===== src/rtl/time_set_controller.sv =====
// Button-driven editor for clock time, calendar date and alarm setpoint.
// Edits happen on snapshot registers; only an ok press on the last field of a group commits them.
module time_set_controller #(
   parameter int unsigned PULSE_LEN      = 1,
   parameter int unsigned TIMEOUT_CYCLES = 30
) (
   input  logic        clk,
   input  logic        reset,
   input  logic        btn_mode,
   input  logic        btn_ok,
   input  logic        btn_inc,
   input  logic        btn_dec,
   input  logic [7:0]  current_24_hour,
   input  logic [7:0]  current_24_min,
   input  logic [7:0]  current_24_sec,
   input  logic [7:0]  current_day,
   input  logic [7:0]  current_month,
   input  logic [15:0] current_year,
   output logic        set_time,
   output logic [7:0]  input_hour,
   output logic [7:0]  input_min,
   output logic [7:0]  input_sec,
   output logic        set_date,
   output logic [7:0]  input_day,
   output logic [7:0]  input_month,
   output logic [15:0] input_year,
   output logic [7:0]  alarm_time_hour,
   output logic [7:0]  alarm_time_min,
   output logic [7:0]  alarm_time_sec,
   output logic        edit_active,
   output logic [3:0]  edit_field,
   output logic [15:0] edit_value
);

   localparam int unsigned TW = (TIMEOUT_CYCLES < 2) ? 1 : $clog2(TIMEOUT_CYCLES);

   typedef enum logic [3:0] {
      StIdle   = 4'd0, StTHour  = 4'd1, StTMin = 4'd2, StTSec = 4'd3, StDDay = 4'd4,
      StDMonth = 4'd5, StDYear  = 4'd6, StAHour = 4'd7, StAMin = 4'd8, StASec = 4'd9
   } state_e;

   state_e        state_q, state_d;
   logic [3:0]    btn_q, press;
   logic [3:0]    pulse_q, pulse_d;
   logic [TW-1:0] idle_q, idle_d;
   logic          set_time_q, set_time_d, set_date_q, set_date_d, active_q, active_d;
   logic [7:0]    in_h_q, in_h_d, in_m_q, in_m_d, in_s_q, in_s_d;
   logic [7:0]    in_day_q, in_day_d, in_mon_q, in_mon_d;
   logic [15:0]   in_yr_q, in_yr_d;
   logic [7:0]    al_h_q, al_h_d, al_m_q, al_m_d, al_s_q, al_s_d;
   logic [7:0]    ed_h_q, ed_h_d, ed_m_q, ed_m_d, ed_s_q, ed_s_d;
   logic [7:0]    ed_day_q, ed_day_d, ed_mon_q, ed_mon_d;
   logic [15:0]   ed_yr_q, ed_yr_d, val_q, val_d;
   logic          sel_mode, sel_ok, sel_inc, sel_dec;
   logic [7:0]    dim;

   function automatic logic [15:0] step(input logic [15:0] v, input logic [15:0] lo,
                                        input logic [15:0] hi, input logic up);
      if (up) return (v >= hi) ? lo : v + 16'd1;
      return (v <= lo) ? hi : v - 16'd1;
   endfunction

   function automatic logic [7:0] days_in(input logic [7:0] mon, input logic [15:0] yr);
      logic leap;
      leap = (((yr % 16'd4) == 16'd0) && ((yr % 16'd100) != 16'd0)) || ((yr % 16'd400) == 16'd0);
      case (mon)
         8'd2:                   return leap ? 8'd29 : 8'd28;
         8'd4, 8'd6, 8'd9, 8'd11: return 8'd30;
         default:                return 8'd31;
      endcase
   endfunction

   assign press    = {btn_mode, btn_ok, btn_inc, btn_dec} & ~btn_q;
   assign sel_mode = press[3];
   assign sel_ok   = press[2] & ~press[3];
   assign sel_inc  = press[1] & ~|press[3:2];
   assign sel_dec  = press[0] & ~|press[3:1];
   assign dim      = days_in(ed_mon_q, ed_yr_q);

   always_comb begin
      state_d    = state_q;
      pulse_d    = pulse_q;
      idle_d     = idle_q;
      set_time_d = set_time_q;
      set_date_d = set_date_q;
      in_h_d     = in_h_q;
      in_m_d     = in_m_q;
      in_s_d     = in_s_q;
      in_day_d   = in_day_q;
      in_mon_d   = in_mon_q;
      in_yr_d    = in_yr_q;
      al_h_d     = al_h_q;
      al_m_d     = al_m_q;
      al_s_d     = al_s_q;
      ed_h_d     = ed_h_q;
      ed_m_d     = ed_m_q;
      ed_s_d     = ed_s_q;
      ed_day_d   = ed_day_q;
      ed_mon_d   = ed_mon_q;
      ed_yr_d    = ed_yr_q;
      // Presses arriving while a commit pulse is high are dropped.
      if (set_time_q || set_date_q) begin
         if (pulse_q != 4'd0) begin
            pulse_d = pulse_q - 4'd1;
         end else begin
            set_time_d = 1'b0;
            set_date_d = 1'b0;
         end
      end else begin
         if (state_q != StIdle) begin
            if (|press) begin
               idle_d = '0;
            end else if (idle_q == TW'(TIMEOUT_CYCLES - 1)) begin
               idle_d  = '0;
               state_d = StIdle;
            end else begin
               idle_d = idle_q + 1'b1;
            end
         end
         if (sel_mode) begin
            case (state_q)
               StIdle: begin
                  state_d = StTHour;
                  ed_h_d  = current_24_hour;
                  ed_m_d  = current_24_min;
                  ed_s_d  = current_24_sec;
               end
               StTHour, StTMin, StTSec: begin
                  state_d  = StDDay;
                  ed_day_d = current_day;
                  ed_mon_d = current_month;
                  ed_yr_d  = current_year;
               end
               StDDay, StDMonth, StDYear: begin
                  state_d = StAHour;
                  ed_h_d  = al_h_q;
                  ed_m_d  = al_m_q;
                  ed_s_d  = al_s_q;
               end
               default: state_d = StIdle;
            endcase
         end else if (sel_ok) begin
            case (state_q)
               StTHour:  state_d = StTMin;
               StTMin:   state_d = StTSec;
               StDDay:   state_d = StDMonth;
               StDMonth: state_d = StDYear;
               StAHour:  state_d = StAMin;
               StAMin:   state_d = StASec;
               StTSec: begin
                  state_d    = StIdle;
                  in_h_d     = ed_h_q;
                  in_m_d     = ed_m_q;
                  in_s_d     = ed_s_q;
                  set_time_d = 1'b1;
                  pulse_d    = 4'(PULSE_LEN - 1);
               end
               StDYear: begin
                  state_d    = StIdle;
                  in_day_d   = (ed_day_q > dim) ? dim : ed_day_q;
                  in_mon_d   = ed_mon_q;
                  in_yr_d    = ed_yr_q;
                  set_date_d = 1'b1;
                  pulse_d    = 4'(PULSE_LEN - 1);
               end
               StASec: begin
                  state_d = StIdle;
                  al_h_d  = ed_h_q;
                  al_m_d  = ed_m_q;
                  al_s_d  = ed_s_q;
               end
               default: ;
            endcase
         end else if (sel_inc || sel_dec) begin
            case (state_q)
               StTHour, StAHour: ed_h_d = 8'(step({8'd0, ed_h_q}, 16'd0, 16'd23, sel_inc));
               StTMin, StAMin:   ed_m_d = 8'(step({8'd0, ed_m_q}, 16'd0, 16'd59, sel_inc));
               StTSec, StASec:   ed_s_d = 8'(step({8'd0, ed_s_q}, 16'd0, 16'd59, sel_inc));
               StDDay:   ed_day_d = 8'(step({8'd0, ed_day_q}, 16'd1, 16'd31, sel_inc));
               StDMonth: ed_mon_d = 8'(step({8'd0, ed_mon_q}, 16'd1, 16'd12, sel_inc));
               StDYear:  ed_yr_d  = step(ed_yr_q, 16'd2000, 16'd2099, sel_inc);
               default: ;
            endcase
         end
      end
      active_d = (state_d != StIdle);
      case (state_d)
         StTHour, StAHour: val_d = {8'd0, ed_h_d};
         StTMin, StAMin:   val_d = {8'd0, ed_m_d};
         StTSec, StASec:   val_d = {8'd0, ed_s_d};
         StDDay:           val_d = {8'd0, ed_day_d};
         StDMonth:         val_d = {8'd0, ed_mon_d};
         StDYear:          val_d = ed_yr_d;
         default:          val_d = '0;
      endcase
   end

   always_ff @(posedge clk) begin
      if (reset) begin
         state_q    <= StIdle;
         btn_q      <= 4'b1111;
         pulse_q    <= '0;
         idle_q     <= '0;
         set_time_q <= 1'b0;
         set_date_q <= 1'b0;
         active_q   <= 1'b0;
         in_h_q     <= '0;
         in_m_q     <= '0;
         in_s_q     <= '0;
         in_day_q   <= 8'd1;
         in_mon_q   <= 8'd1;
         in_yr_q    <= 16'd2025;
         al_h_q     <= '0;
         al_m_q     <= '0;
         al_s_q     <= '0;
         ed_h_q     <= '0;
         ed_m_q     <= '0;
         ed_s_q     <= '0;
         ed_day_q   <= '0;
         ed_mon_q   <= '0;
         ed_yr_q    <= '0;
         val_q      <= '0;
      end else begin
         state_q    <= state_d;
         btn_q      <= {btn_mode, btn_ok, btn_inc, btn_dec};
         pulse_q    <= pulse_d;
         idle_q     <= idle_d;
         set_time_q <= set_time_d;
         set_date_q <= set_date_d;
         active_q   <= active_d;
         in_h_q     <= in_h_d;
         in_m_q     <= in_m_d;
         in_s_q     <= in_s_d;
         in_day_q   <= in_day_d;
         in_mon_q   <= in_mon_d;
         in_yr_q    <= in_yr_d;
         al_h_q     <= al_h_d;
         al_m_q     <= al_m_d;
         al_s_q     <= al_s_d;
         ed_h_q     <= ed_h_d;
         ed_m_q     <= ed_m_d;
         ed_s_q     <= ed_s_d;
         ed_day_q   <= ed_day_d;
         ed_mon_q   <= ed_mon_d;
         ed_yr_q    <= ed_yr_d;
         val_q      <= val_d;
      end
   end

   assign set_time        = set_time_q;
   assign set_date        = set_date_q;
   assign input_hour      = in_h_q;
   assign input_min       = in_m_q;
   assign input_sec       = in_s_q;
   assign input_day       = in_day_q;
   assign input_month     = in_mon_q;
   assign input_year      = in_yr_q;
   assign alarm_time_hour = al_h_q;
   assign alarm_time_min  = al_m_q;
   assign alarm_time_sec  = al_s_q;
   assign edit_active     = active_q;
   assign edit_field      = state_q;
   assign edit_value      = val_q;

endmodule

===== config.mk =====
export PLATFORM = sky130hd
export DESIGN_NAME = time_set_controller
export DESIGN_NICKNAME = d
export VERILOG_FILES = /design/src/rtl/time_set_controller.sv
export SDC_FILE = /design/constraint.sdc
export NUM_CORES = 1
export LEC_CHECK = 0
export ABC_AREA = 1
export CAP_MARGIN = 20
export CORE_MARGIN = 1.5
export CORE_UTILIZATION = 55
export CTS_CLUSTER_SIZE = 30
export DETAILED_ROUTE_END_ITERATION = 6
export DONT_BUFFER_PORTS = 1
export PLACE_DENSITY = 0.73
export SLEW_MARGIN = 10
export SYNTH_ARGS = -nofsm -noshare
export SYNTH_HDL_FRONTEND = slang
export SYNTH_SLANG_ARGS = --single-unit

===== constraint.sdc =====
create_clock -name clk -period 5.45 [get_ports clk]
set_input_delay 0.545 -clock clk [delete_from_list [all_inputs] [get_ports clk]]
set_output_delay 0.545 -clock clk [all_outputs]
set_load 0.005 [all_outputs]

==> impl.org, run 1 <==
** Status
- The run finished, with violations left.
- The final reports fail on setup timing.

** Power
- In this run the static leakage power is 0.00567 uW.
- Post-layout power :: 3390 uW
- The worst-case IR drop observed on VDD is 0.223 mV.
- In this run the power density over the cells is 260 nW/um2.

** Synth
- Post-synthesis cell type with the largest combined area :: sky130_fd_sc_hd__dfxtp_1
- After synthesis the cells add up to around 12000 um2.
- Number of flops mapped to enable cells by yosys :: 0
- In the synthesized netlist, the number of instances is 1728.
- The commonest cells after synthesis are sky130_fd_sc_hd__nand2_1 (262), sky130_fd_sc_hd__inv_1 (208), sky130_fd_sc_hd__nor2_1 (187).
- During synthesis, Yosys emitted a total of 0 warnings.
- Mean Syn Cell Area :: 6.68 um2
- The synthesized design devotes to its leading area cell type 29.8% of total area.
- Post-synthesis sequential element count :: 172
- Top FF cell, synth :: sky130_fd_sc_hd__dfxtp_1
- Of all flip-flops after synthesis, the portion carrying an async set or reset was 0%.
- Number of library cell types mapped by synthesis :: 57
- Synthesis produced a netlist with a net count of between 1500 and 2000.
- Top cells by area, synth :: sky130_fd_sc_hd__dfxtp_1 (30%), sky130_fd_sc_hd__nand2_1 (8.5%), sky130_fd_sc_hd__o21ai_0 (8.0%)
- Part of the Yosys area used for sequential elements :: 29.8%
- Cell with the most instances after synthesis :: sky130_fd_sc_hd__nand2_1

** Global routing
- Wire length of the first global-routing pass :: 57.8 mm
- The initial antenna violation count is 1.
- Entering global routing, the biggest net connects 73 pins.
- After global routing the overflow that remains totals 0.
- Global-route usage over all layers :: 32.8%
- The via count of the first global-routing pass is between 10000 and 15000.

** Setup path
- The critical path starts at ed_yr_q[11].
- In this design, the stage delay of the slowest critical-path cell is around 0.36 ns.
- STA classifies the critical path endpoint as a flop.
- In this design, the largest share of critical-path delay is due to simple AND/OR/NAND/NOR gates.
- The critical path in this run is classified as flop to flop.
- The critical path contains buffers and inverters numbering 3 combined.
- In this run the worst path has a maximum fanout of 6.
- Slowest cell on the critical path :: sky130_fd_sc_hd__dfxtp_4
- For the worst setup path, the data required time is 5.77 ns.
- The startpoint identified for the worst register-to-register timing path is ed_yr_q[11].
- For the worst setup path, the data arrival time is 6.03 ns.
- Counting stages on the worst path, the most repeated cell is sky130_fd_sc_hd__nand2_4.
- Kind of start point of the critical path :: flop

** STA
- Final-report hold violation count :: 0
- Minimum clock period after layout :: 5.71 ns
- For the pin with the worst max-slew slack, the measured transition is between 0.9 and 1 ns.
- RSZ-0062 raised after global routing :: true
- Fmax :: 175 MHz
- Setup slack after layout :: -0.258 ns
- Clock Skew :: 0.00920 ns
- Setup violations remaining at the end of the flow were counted as 5.
- Post-Route Hold Slack :: 0.186 ns
- Max-slew violation total from the final report :: 0
- In the finished design, the share of the clock period the worst path needs comes to 105%.
- Worst slew slack as a fraction of its limit :: 36.4%

** Route
- For this block, the via count after detailed routing is 12200.
- Post-detailed-route wirelength per cell :: 18.7 um
- Detailed-routing iteration count for the pre-antenna-repair pass :: 5
- Number of nets still failing antenna checks after routing :: 0
- Routed Wire Length :: 37.3 mm
- After detailed routing, the number of remaining DRC violations is 0.
- Number of DRC markers in iteration 0 :: approximately 1200
- Routed vias/inst :: 6.13

** Finish
- Final net count :: between 1500 and 2000
- Final standard cell count with taps included and fillers excluded :: 1998
- Final design instance area without fill :: 13100 um2
- From synthesis to final layout, the design area changed by 13.2%.
- Counting the fill cells in the layout gives 1853.
- Layout cells sized above 1 :: 13.3%

** Floorplanning
- The floorplan step set the die height to around 150 um.
- Floorplan Core Area :: around 20000 um2
- In this run the count of I/O pins placed on the die edge is between 150 and 200.
- The die covers approximately 22000 um2.
- Row cnt :: 52
- In this run the horizontal extent of the chip is ~150 um.
- Initial core utilization :: 56.5%

** Placed design
- Once detailed placement completed, the half-perimeter wirelength came to 26.4 mm.
- Routability-driven placement finished with a final weighted congestion of around 0.96.
- Port buffering added 0 buffers.
- Number of cells after detailed placement :: 1948
- Placed instance area :: 11800 um2
- At the placement stage, the worst setup path has a slack of -0.299 ns.

** Clocking
- Clk slew on worst S/H paths :: 0.07 ns
- TritonCTS built the clock tree.
- Clock tree root buffer cell :: sky130_fd_sc_hd__clkbuf_16
- The H-tree generated during clock tree synthesis spans 4 levels.
- Clk buf depth :: 2
- Clock insertion delay at the later pin of the skew report :: 0.43 ns
- The tree built by TritonCTS fans out to 172 sinks.
- Cts bufs inserted :: 17
- For this design, the CTS-stage hold fixing added 0 buffers.

** Hold path
- The worst hold path belongs to the class primary input to flop.
- Startpoint of the worst hold path :: reset

** Flow run
- Max_cap viols :: 0
[cells by family after synthesis]
logic type / share of synthesized area, %
AOI/OAI and AO/OA: 26.1
and+or+nand+nor: 26.9
xor gates and xnor gates: 3.87
DFF: 29.8
buffers and inverters: 10.5
adders and majority gates: 2.82
[metal layers]
layer  vias up  part of all wire, %  global-route usage (%)
li1       5854                    -                       -
met1      5689                   41                    42.0
met2       596                   46                    54.1
met3       104                  8.6                    5.77
met4         0                  4.3                    14.6
met5         -                    0                       0
[cells in the final DEF, fill, tap and decap left out, types with 20 or more instances in the layout]
master	count
sky130_fd_sc_hd__nand2_1	232
sky130_fd_sc_hd__nand2_2	25
sky130_fd_sc_hd__a21oi_1	120
sky130_fd_sc_hd__nand2_4	45
sky130_fd_sc_hd__nand3_1	68
sky130_fd_sc_hd__inv_1	204
sky130_fd_sc_hd__xor2_1	46
sky130_fd_sc_hd__o221ai_1	20
sky130_fd_sc_hd__nor2_1	178
sky130_fd_sc_hd__o211ai_1	42
sky130_fd_sc_hd__buf_4	51
sky130_fd_sc_hd__nor3_1	36
sky130_fd_sc_hd__dfxtp_1	169
sky130_fd_sc_hd__a221oi_1	20
sky130_fd_sc_hd__o21ai_0	177
sky130_fd_sc_hd__ha_1	25
[final cells by class]
cell class | count | area, um2 | share of cell area (%)
Clock inverter | 13 | 150 | 1.15
Sequential cell | 172 | 3450 | 26.4
Clock buffer | 19 | 453 | 3.47
Inverter | 230 | 872 | 6.68
Antenna cell | 1 | 2.50 | 0.0192
Tap cell | 270 | 338 | 2.59
Timing Repair Buffer | 54 | 417 | 3.19
Multi-Input combinational cell | 1239 | 7380 | 56.5
[stage by stage]
step	setup TNS [ns]	utilization, %
3_5_place_dp	-1.03	58.0
5_1_grt	-2.72	63.9
3_3_place_gp	-0.00114	58.0
4_1_cts	-0.142	62.4
2_1_floorplan	0	-
6_report	-0.796	63.9
[repair_timing]
action | CTS | global route
hold endpoints to repair | 0 | 0
gates resized for setup | 55 | 65
cloned | 0 | 0
buffers inserted | 11 | 6
setup endpoints to repair | 5 | 5
pin swaps | 21 | 26
[power by group]
group | total (uW) | switching (uW) | internal, uW
registers | 1310 | 32.7 | 1280
logic | 805 | 527 | 278
clock network | 1280 | 565 | 711
[path summary, 6_finish.rpt]
path	depth (start not counted)	endpoint	slack, ns
setup / recovery	58	input_day[0]	-0.26
hold / removal	1	ed_s_q[2]	0.19
setup reg to reg	58	input_day[0]	-0.26
hold reg to reg	2	input_day[7]	0.46
Note: power is estimated with default switching activity, not from simulation.
==> inputs of run 2 (changes only) <==
CORE_ASPECT_RATIO = 1.4   (was unset)
MAX_ROUTING_LAYER = met4   (was unset)
PLACE_DENSITY = 0.7   (was 0.73)
clock period = 7.2 ns   (was 5.45 ns; I/O delays follow)
==> run 2 against run 1 <==
The flow now finishes without violations. Critical path type unchanged. Die area hardly changed. Cell area is 5.9% lower. Clock power is 23% lower. Largest cell class unchanged. Critical endpoint unchanged. Clock-buffer cell count rose by 1.
==> impl.org, run 2 (synthesized netlist as in run 1, its figures left out) <==
** Finish
- The filler cell count was 2023 (was 1853).
- The number of nets at the end of the flow is 1764 (was 1802).
- Commonest cells after routing, fill and taps aside :: sky130_fd_sc_hd__nand2_1 (262), sky130_fd_sc_hd__inv_1 (207), sky130_fd_sc_hd__o21ai_0 (185) (was sky130_fd_sc_hd__nand2_1 (232), sky130_fd_sc_hd__inv_1 (204), sky130_fd_sc_hd__nor2_1 (178))
- The post-route non-filler standard cell count was 1946 (was 1998).
- The summed area of non-filler cells in the final layout was 12300 um2 (was 13100 um2).
- Utilization after layout :: 59.8% (was 63.9%)
- The fraction of final layout cells sized beyond drive strength 1 was 7.93% (was 13.3%).
- The most common library cell in the layout ignoring fill and taps is sky130_fd_sc_hd__nand2_1 (unchanged).
- Area Growth Syn to Fin :: 6.45% (was 13.2%)

** Global routing
- The initial antenna violation count came to 0 (was 1).
- The first-pass GRT wire length was 59.3 mm (was 57.8 mm).
- The via count of the first global-routing pass came to 11800 (was 11300).
- The global routing usage summed across all routing layers was 34.8% (was 32.8%).
- Global route overflow :: 0 (unchanged)
- Maximum number of pins on one net before global-route repair :: 73 (unchanged)

** Route
- The count of vias placed by the detailed router was 11900 (was 12200).
- Routed Wire Length :: 37.2 mm (was 37.3 mm)
- Number of DRC markers in iteration 0 :: 920 (was 1208)
- Routed vias/inst :: 6.12 (was 6.13)
- The number of remaining DRC errors is 0 (unchanged).
- The average routed wire per standard cell is 19.1 um (was 18.7 um).
- Number of nets still failing antenna checks after routing :: 0 (unchanged)
- Detailed-routing iteration count for the pre-antenna-repair pass :: 6 (was 5)

** STA
- The setup total negative slack is 0 ns (was -0.796 ns).
- Minimum clock period after layout :: 6.25 ns (was 5.71 ns)
- Setup slack after layout :: 0.954 ns (was -0.258 ns)
- RSZ-0062 raised after global routing: false (was true).
- Final-report hold violation count :: 0 (unchanged)
- The share of the clock period used by the worst path came to 86.7% (was 105%).
- Final setup fails :: 0 (was 5)
- The highest attainable clock frequency was 160 MHz (was 175 MHz).
- The setup skew after layout was 0.0137 ns (was 0.00920 ns).
- The number of max-slew violations in the final report came to 0 (unchanged).
- Measured slew at the worst slew-check pin :: 0.998 ns (was 0.951 ns)
- The worst max-slew margin expressed relative to the limit is 32.6% (was 36.4%).

** Placed design
- The area of placed instances is 11700 um2 (was 11800 um2).
- The total half-perimeter wirelength after legalization and detailed placement came to 27.3 mm (was 26.4 mm).
- Final weighted congestion in routability-driven placement :: 0.972 (was 0.960)
- The number of port buffers came to 0 (unchanged).
- The cell count after placement came to 1913 (was 1948).
- The placement-stage worst setup slack is 1.00 ns (was -0.299 ns).

** Setup path
- Kind of end point of the critical path :: flop (unchanged)
- The type of the worst setup path is flop to flop (unchanged).
- The endpoint of the worst setup timing path was input_day[0] (unchanged).
- The nature of the critical path startpoint is a flop (unchanged).
- The capturing point of the worst reg2reg path is input_day[0] (unchanged).
- The logic depth of the worst register-to-register path came to 53 (was 58).
- The timing startpoint of the critical path is ed_yr_q[11] (unchanged).
- The critical-path maximum fanout came to 11 (was 6).
- Bufs and invs on worst path :: 3 (unchanged)
- Setup slack of the worst register-to-register path :: 0.95 ns (was -0.26 ns)
- Category of cells accounting for the largest share of critical-path delay :: simple AND/OR/NAND/NOR gates (unchanged)
- The required arrival time at the worst endpoint is 7.54 ns (was 5.77 ns).
- The number of logic stages on the critical path including buffering is 53 (was 58).
- Worst reg2reg path startpoint :: ed_yr_q[11] (unchanged)
- The cell with the largest stage delay on the worst path is sky130_fd_sc_hd__dfxtp_1 (was sky130_fd_sc_hd__dfxtp_4).
- Max incr delay on CP :: 0.60 ns (was 0.36 ns)
- Arrival time worst endpoint :: 6.59 ns (was 6.03 ns)

** Power
- The power per cell area is 202 nW/um2 (was 260 nW/um2).
- The share of total power in the clock network was 39.6% (was 37.6%).
- Leakage :: 0.00531 uW (was 0.00567 uW)
- The worst IR drop on VDD was 0.254 mV (was 0.223 mV).
- The register share of total power was 40.1% (was 38.7%).
- The switching share of power is 31.6% (was 33.1%).
- Net switching power :: 786 uW (was 1120 uW)
- Internal cell power :: 1700 uW (was 2270 uW)
- The fraction of power consumed by combinational cells is 20.3% (was 23.7%).

** Clocking
- Clock insertion delay at the later pin of the skew report :: 0.46 ns (was 0.43 ns)
- Clk buf depth :: 2 (unchanged)
- The total CTS buffers is 17 (unchanged).
- The H-tree depth came to 4 (unchanged).
- PostCTS Resize Cnt :: 0 (was 55)
- The number of hold-repair buffers added at the cts stage is 0 (unchanged).
- The clock-pin slew on the worst setup and hold paths came to 0.07 ns (about the same).
- The buffer count from post-CTS setup fixing came to 0 (was 11).
- The number of sinks handled by clock tree synthesis came to 172 (unchanged).
- CTS tree :: done (unchanged)
- The root buffer cell was sky130_fd_sc_hd__clkbuf_16 (unchanged).

** Floorplanning
- The initial core utilization was 56.2% (was 56.5%).
- Floorplan Core Area :: 20600 um2 (was 20400 um2)
- Boundary pin count :: 165 (unchanged)
- Area of the die :: 21900 um2 (about the same)
- Die W :: 125 um (was 148 um)
- Row cnt :: 62 (was 52)
- The die height was 174 um (was 148 um).

** Status
- Outcome: complete, no violations (was finished, violations left).

** Flow run
- The count of max-cap constraint violations came to 0 (unchanged).

** Hold path
- The class of the tightest hold or removal check is primary input to flop (unchanged).
run 2: changes by cell type in the layout (fill, tap and decap cells not counted), sizes merged:
cell and change:
buf -38, clkinv +1, inv -3, bufinv +1
clkbuf +1
run 2: cell type report:
type	instances	area, um2	share of cell area [%]
antenna	1	2.50	0.0204
clock buffer	20	457	3.72
clock inverter	12	161	1.31
inverter	230	863	7.03
multi-input combinational	1239	6920	56.3
sequential	172	3440	28.0
tap	256	320	2.61
timing repair buffer	16	120	0.977
run 2: per-layer routing:
metal,global-route usage [%],vias up,routed length [um]
met5,-,-,0
met2,59.2,490,18500
met4,23.8,0,2570
met3,5.36,159,2240
met1,37.0,5486,13900
li1,-,5773,-
run 2: how the worst min path moves through the flow:
stage,startpoint,endpoint,slack [ns],cells past startpoint
after floorplan,input_day[5],input_day[5],0.44,2
after CTS,reset,ed_yr_q[11],0.33,1
after global placement,input_day[6],input_day[6],0.45,2
after global routing,reset,ed_yr_q[11],0.33,1
final,reset,set_date,0.35,1
after detailed placement,input_day[6],input_day[6],0.46,2
run 2: through the flow:
stage	total power, uW	hold WS [ns]
after global placement	1500	0.455
after detailed placement	1510	0.456
after CTS	2490	0.327
after global routing	2600	0.334
after floorplan	1400	0.441
final	2490	0.345
run 2: worst register-to-register path: cells and delay by family, from the launching register on:
family	cells	cell delay, ns
flip-flops	1	0.60
AO/OA/AOI/OAI	3	0.73
adder cells (fa/ha/maj)	1	0.26
AND/OR/NAND/NOR	46	4.34
buffers and inverters	3	0.23
run 2: power by group through the flow:
stage / clock, uW / combinational [uW] / sequential (uW)
after CTS: 994 / 497 / 997
after floorplan: 0 / 398 / 1000
after global routing: 1040 / 563 / 1000
final: 986 / 504 / 997
after global placement: 0 / 486 / 1020
after detailed placement: 0 / 493 / 1020
==> inputs of run 3 (changes only) <==
--- a/constraint.sdc
+++ b/constraint.sdc
@@ -3,2 +3,2 @@
 set_output_delay 0.72 -clock clk [all_outputs]
-set_load 0.005 [all_outputs]
+set_load 0.01 [all_outputs]
==> run 3 against run 2 <==
Flip-flop and latch count unchanged. Sequential power about the same. Wire length down 1.8%. Clock skew up 0.010 ns. Combinational power about the same. Worst setup slack worse by 0.00054 ns. Die area unchanged. Cell area down 0.38%. Maximum frequency about the same. Highest routed layer unchanged.
==> impl.org, run 3 (synthesized netlist as in run 1, its figures left out) <==
** Placed design
- The placement-stage worst setup slack came to 1.00 ns (about the same).
- Final weighted congestion in routability-driven placement :: 0.975 (was 0.972)
- The total half-perimeter wirelength after legalization and detailed placement came to 27.0 mm (was 27.3 mm).
- The number of port buffers is 0 (unchanged).

** Flow run
- Max_cap viols :: 0 (unchanged)

** Clocking
- Post-CTS Setup Inserts :: 0 (unchanged)
- The TritonCTS clock tree is done (unchanged).
- The H-tree depth came to 4 (unchanged).
- The number of sinks handled by clock tree synthesis is 172 (unchanged).
- Clock insertion delay at the later pin of the skew report :: 0.46 ns (about the same)
- The root buffer cell is sky130_fd_sc_hd__clkbuf_16 (unchanged).
- The deepest clock path buffer count came to 2 (unchanged).
- Clk slew on worst S/H paths :: 0.07 ns (about the same)
- PostCTS Resize Cnt :: 0 (unchanged)
- The number of hold-repair buffers added at the cts stage was 0 (unchanged).
- Cts bufs inserted :: 17 (unchanged)

** Route
- The number of remaining DRC errors is 0 (unchanged).
- The total routed wirelength came to 36.5 mm (was 37.2 mm).
- Number of nets still failing antenna checks after routing :: 0 (unchanged)
- Routed vias/inst :: 6.04 (was 6.12)
- The number of DRC markers after the initial detailed-route iteration is 921 (was 920).
- The average routed wire per standard cell came to 18.8 um (was 19.1 um).
- Detailed-route via count :: 11800 (was 11900)
- The count of TritonRoute iterations in the first routing pass is 5 (was 6).

** Finish
- The final design utilization was 59.5% (was 59.8%).
- Commonest cells after routing, fill and taps aside :: sky130_fd_sc_hd__nand2_1 (262), sky130_fd_sc_hd__inv_1 (207), sky130_fd_sc_hd__o21ai_0 (185) (unchanged)
- Area Growth Syn to Fin :: 6.05% (was 6.45%)
- Most common cell after layout, fill and taps aside :: sky130_fd_sc_hd__nand2_1 (unchanged)
- The fraction of final layout cells sized beyond drive strength 1 came to 7.93% (unchanged).
- Final net count :: 1764 (unchanged)

** STA
- The highest attainable clock frequency was 160 MHz (about the same).
- Minimum clock period after layout :: 6.25 ns (about the same)
- Final-report hold violation count :: 0 (unchanged)
- The count of endpoints failing setup in the final report came to 0 (unchanged).
- Setup slack after layout :: 0.954 ns (about the same)
- The worst max-slew margin expressed relative to the limit was 36.9% (was 32.6%).
- The number of max-slew violations in the final report is 0 (unchanged).
- The setup skew after layout was 0.0242 ns (was 0.0137 ns).
- The slew at the pin closest to its max-slew limit was 0.946 ns (was 0.998 ns).
- Final Cycle Share :: 86.8% (was 86.7%)
- Setup TNS :: 0 ns (unchanged)
- RSZ-0062 raised after global routing: false (unchanged).
- Post-Route Hold Slack :: 0.358 ns (was 0.345 ns)

** Setup path
- The startpoint of the lowest-slack register-to-register path was ed_yr_q[11] (unchanged).
- Most prevalent standard cell on the critical path :: sky130_fd_sc_hd__nand2_4
- Data required time of the worst path :: 7.54 ns (about the same)
- The slack of the worst reg-to-reg path came to 0.95 ns (about the same).
- The kind of end point of the critical path was a flop (unchanged).
- The largest incremental delay on the critical path came to 0.60 ns (about the same).
- The critical-path maximum fanout was 11 (unchanged).
- Capture instance of the worst register-to-register path :: input_day[0] (unchanged)
- Category of cells accounting for the largest share of critical-path delay :: simple AND/OR/NAND/NOR gates (unchanged)
- Slowest cell on the critical path :: sky130_fd_sc_hd__dfxtp_1 (unchanged)
- Arrival time worst endpoint :: 6.59 ns (about the same)
- The type of the worst setup path is flop to flop (unchanged).
- R2R cell count :: 51 (was 53)
- The nature of the critical path startpoint was a flop (unchanged).
- Bufs and invs on worst path :: 3 (unchanged)

** Global routing
- Maximum number of pins on one net before global-route repair :: 73 (unchanged)
- The remaining global-route overflow is 0 (unchanged).
- Number of global-route vias before repair :: 11400 (was 11800)
- The first-pass GRT wire length was 57.7 mm (was 59.3 mm).
- The initial antenna violation count was 2 (was 0).
- The global routing usage summed across all routing layers is 33.8% (was 34.8%).

** Power
- Power per Cell Area :: 197 nW/um2 (was 202 nW/um2)
- IR Drop Worst-Case VDD :: 0.178 mV (was 0.254 mV)
- The leakage power summed over all cells was 0.00529 uW (was 0.00531 uW).

** Hold path
- The worst hold path endpoint was ed_h_q[3] (was set_date).
- The class of the tightest hold or removal check is primary input to flop (unchanged).
- Worst Hold Path Cells :: 1 (unchanged)
- Startpoint of the worst hold path :: reset (unchanged)

** Floorplanning
- Overall die height :: 174 um (unchanged)
- The number of I/O pins came to 165 (unchanged).
- The overall die width was 125 um (unchanged).
- Initial core utilization :: 56.2% (unchanged)
- Floorplan Core Area :: 20600 um2 (unchanged)
- Area of the die :: 21900 um2 (unchanged)
- The number of standard-cell rows in the floorplan is 62 (unchanged).

** Status
- Outcome :: complete, no violations (unchanged)
==> run 3: cell type report <==
| type | instances | area (um2) |
|---|---|---|
| antenna | 2 | 5.00 |
| clock buffer | 20 | 457 |
| clock inverter | 12 | 113 |
| fill | 2010 | 8320 |
| inverter | 230 | 863 |
| multi-input combinational | 1239 | 6920 |
| sequential | 172 | 3440 |
| tap | 256 | 320 |
| timing repair buffer | 16 | 120 |
==> run 3: power by group <==
group          switching, uW  internal, uW
sequential              28.0           970
combinational            339           162
clock                    414           496
==> run 3: routing by layer <==
metal,up-vias,track usage [%],wire length (um)
met5,-,-,0
met4,0,19.4,1850
met3,125,4.77,2110
met2,489,58.9,18600
met1,5399,36.5,14000
li1,5751,-,-
==> run 3: worst max path at each step <==
| stage | startpoint | end | slack, ns | depth (start not counted) |
|---|---|---|---|---|
| 2_1_floorplan | ed_yr_q[12] | input_day[0] | 1.87 | 59 |
| 3_3_place_gp | ed_yr_q[11] | input_day[0] | 1.25 | 51 |
| 3_5_place_dp | ed_yr_q[11] | input_day[0] | 1.00 | 53 |
| 4_1_cts | ed_yr_q[11] | input_day[0] | 0.97 | 53 |
| 5_1_grt | ed_yr_q[11] | input_day[0] | 0.24 | 57 |
| 6_report | ed_yr_q[11] | input_day[0] | 0.95 | 51 |
==> run 3: per-stage QoR <==
stage	power (uW)	cell area (um2)	instances
2_1_floorplan	1400	11500	1728
3_3_place_gp	1500	11700	1913
3_5_place_dp	1510	11700	1913
4_1_cts	2410	12200	1945
5_1_grt	2510	12200	1947
6_report	2410	12200	1947
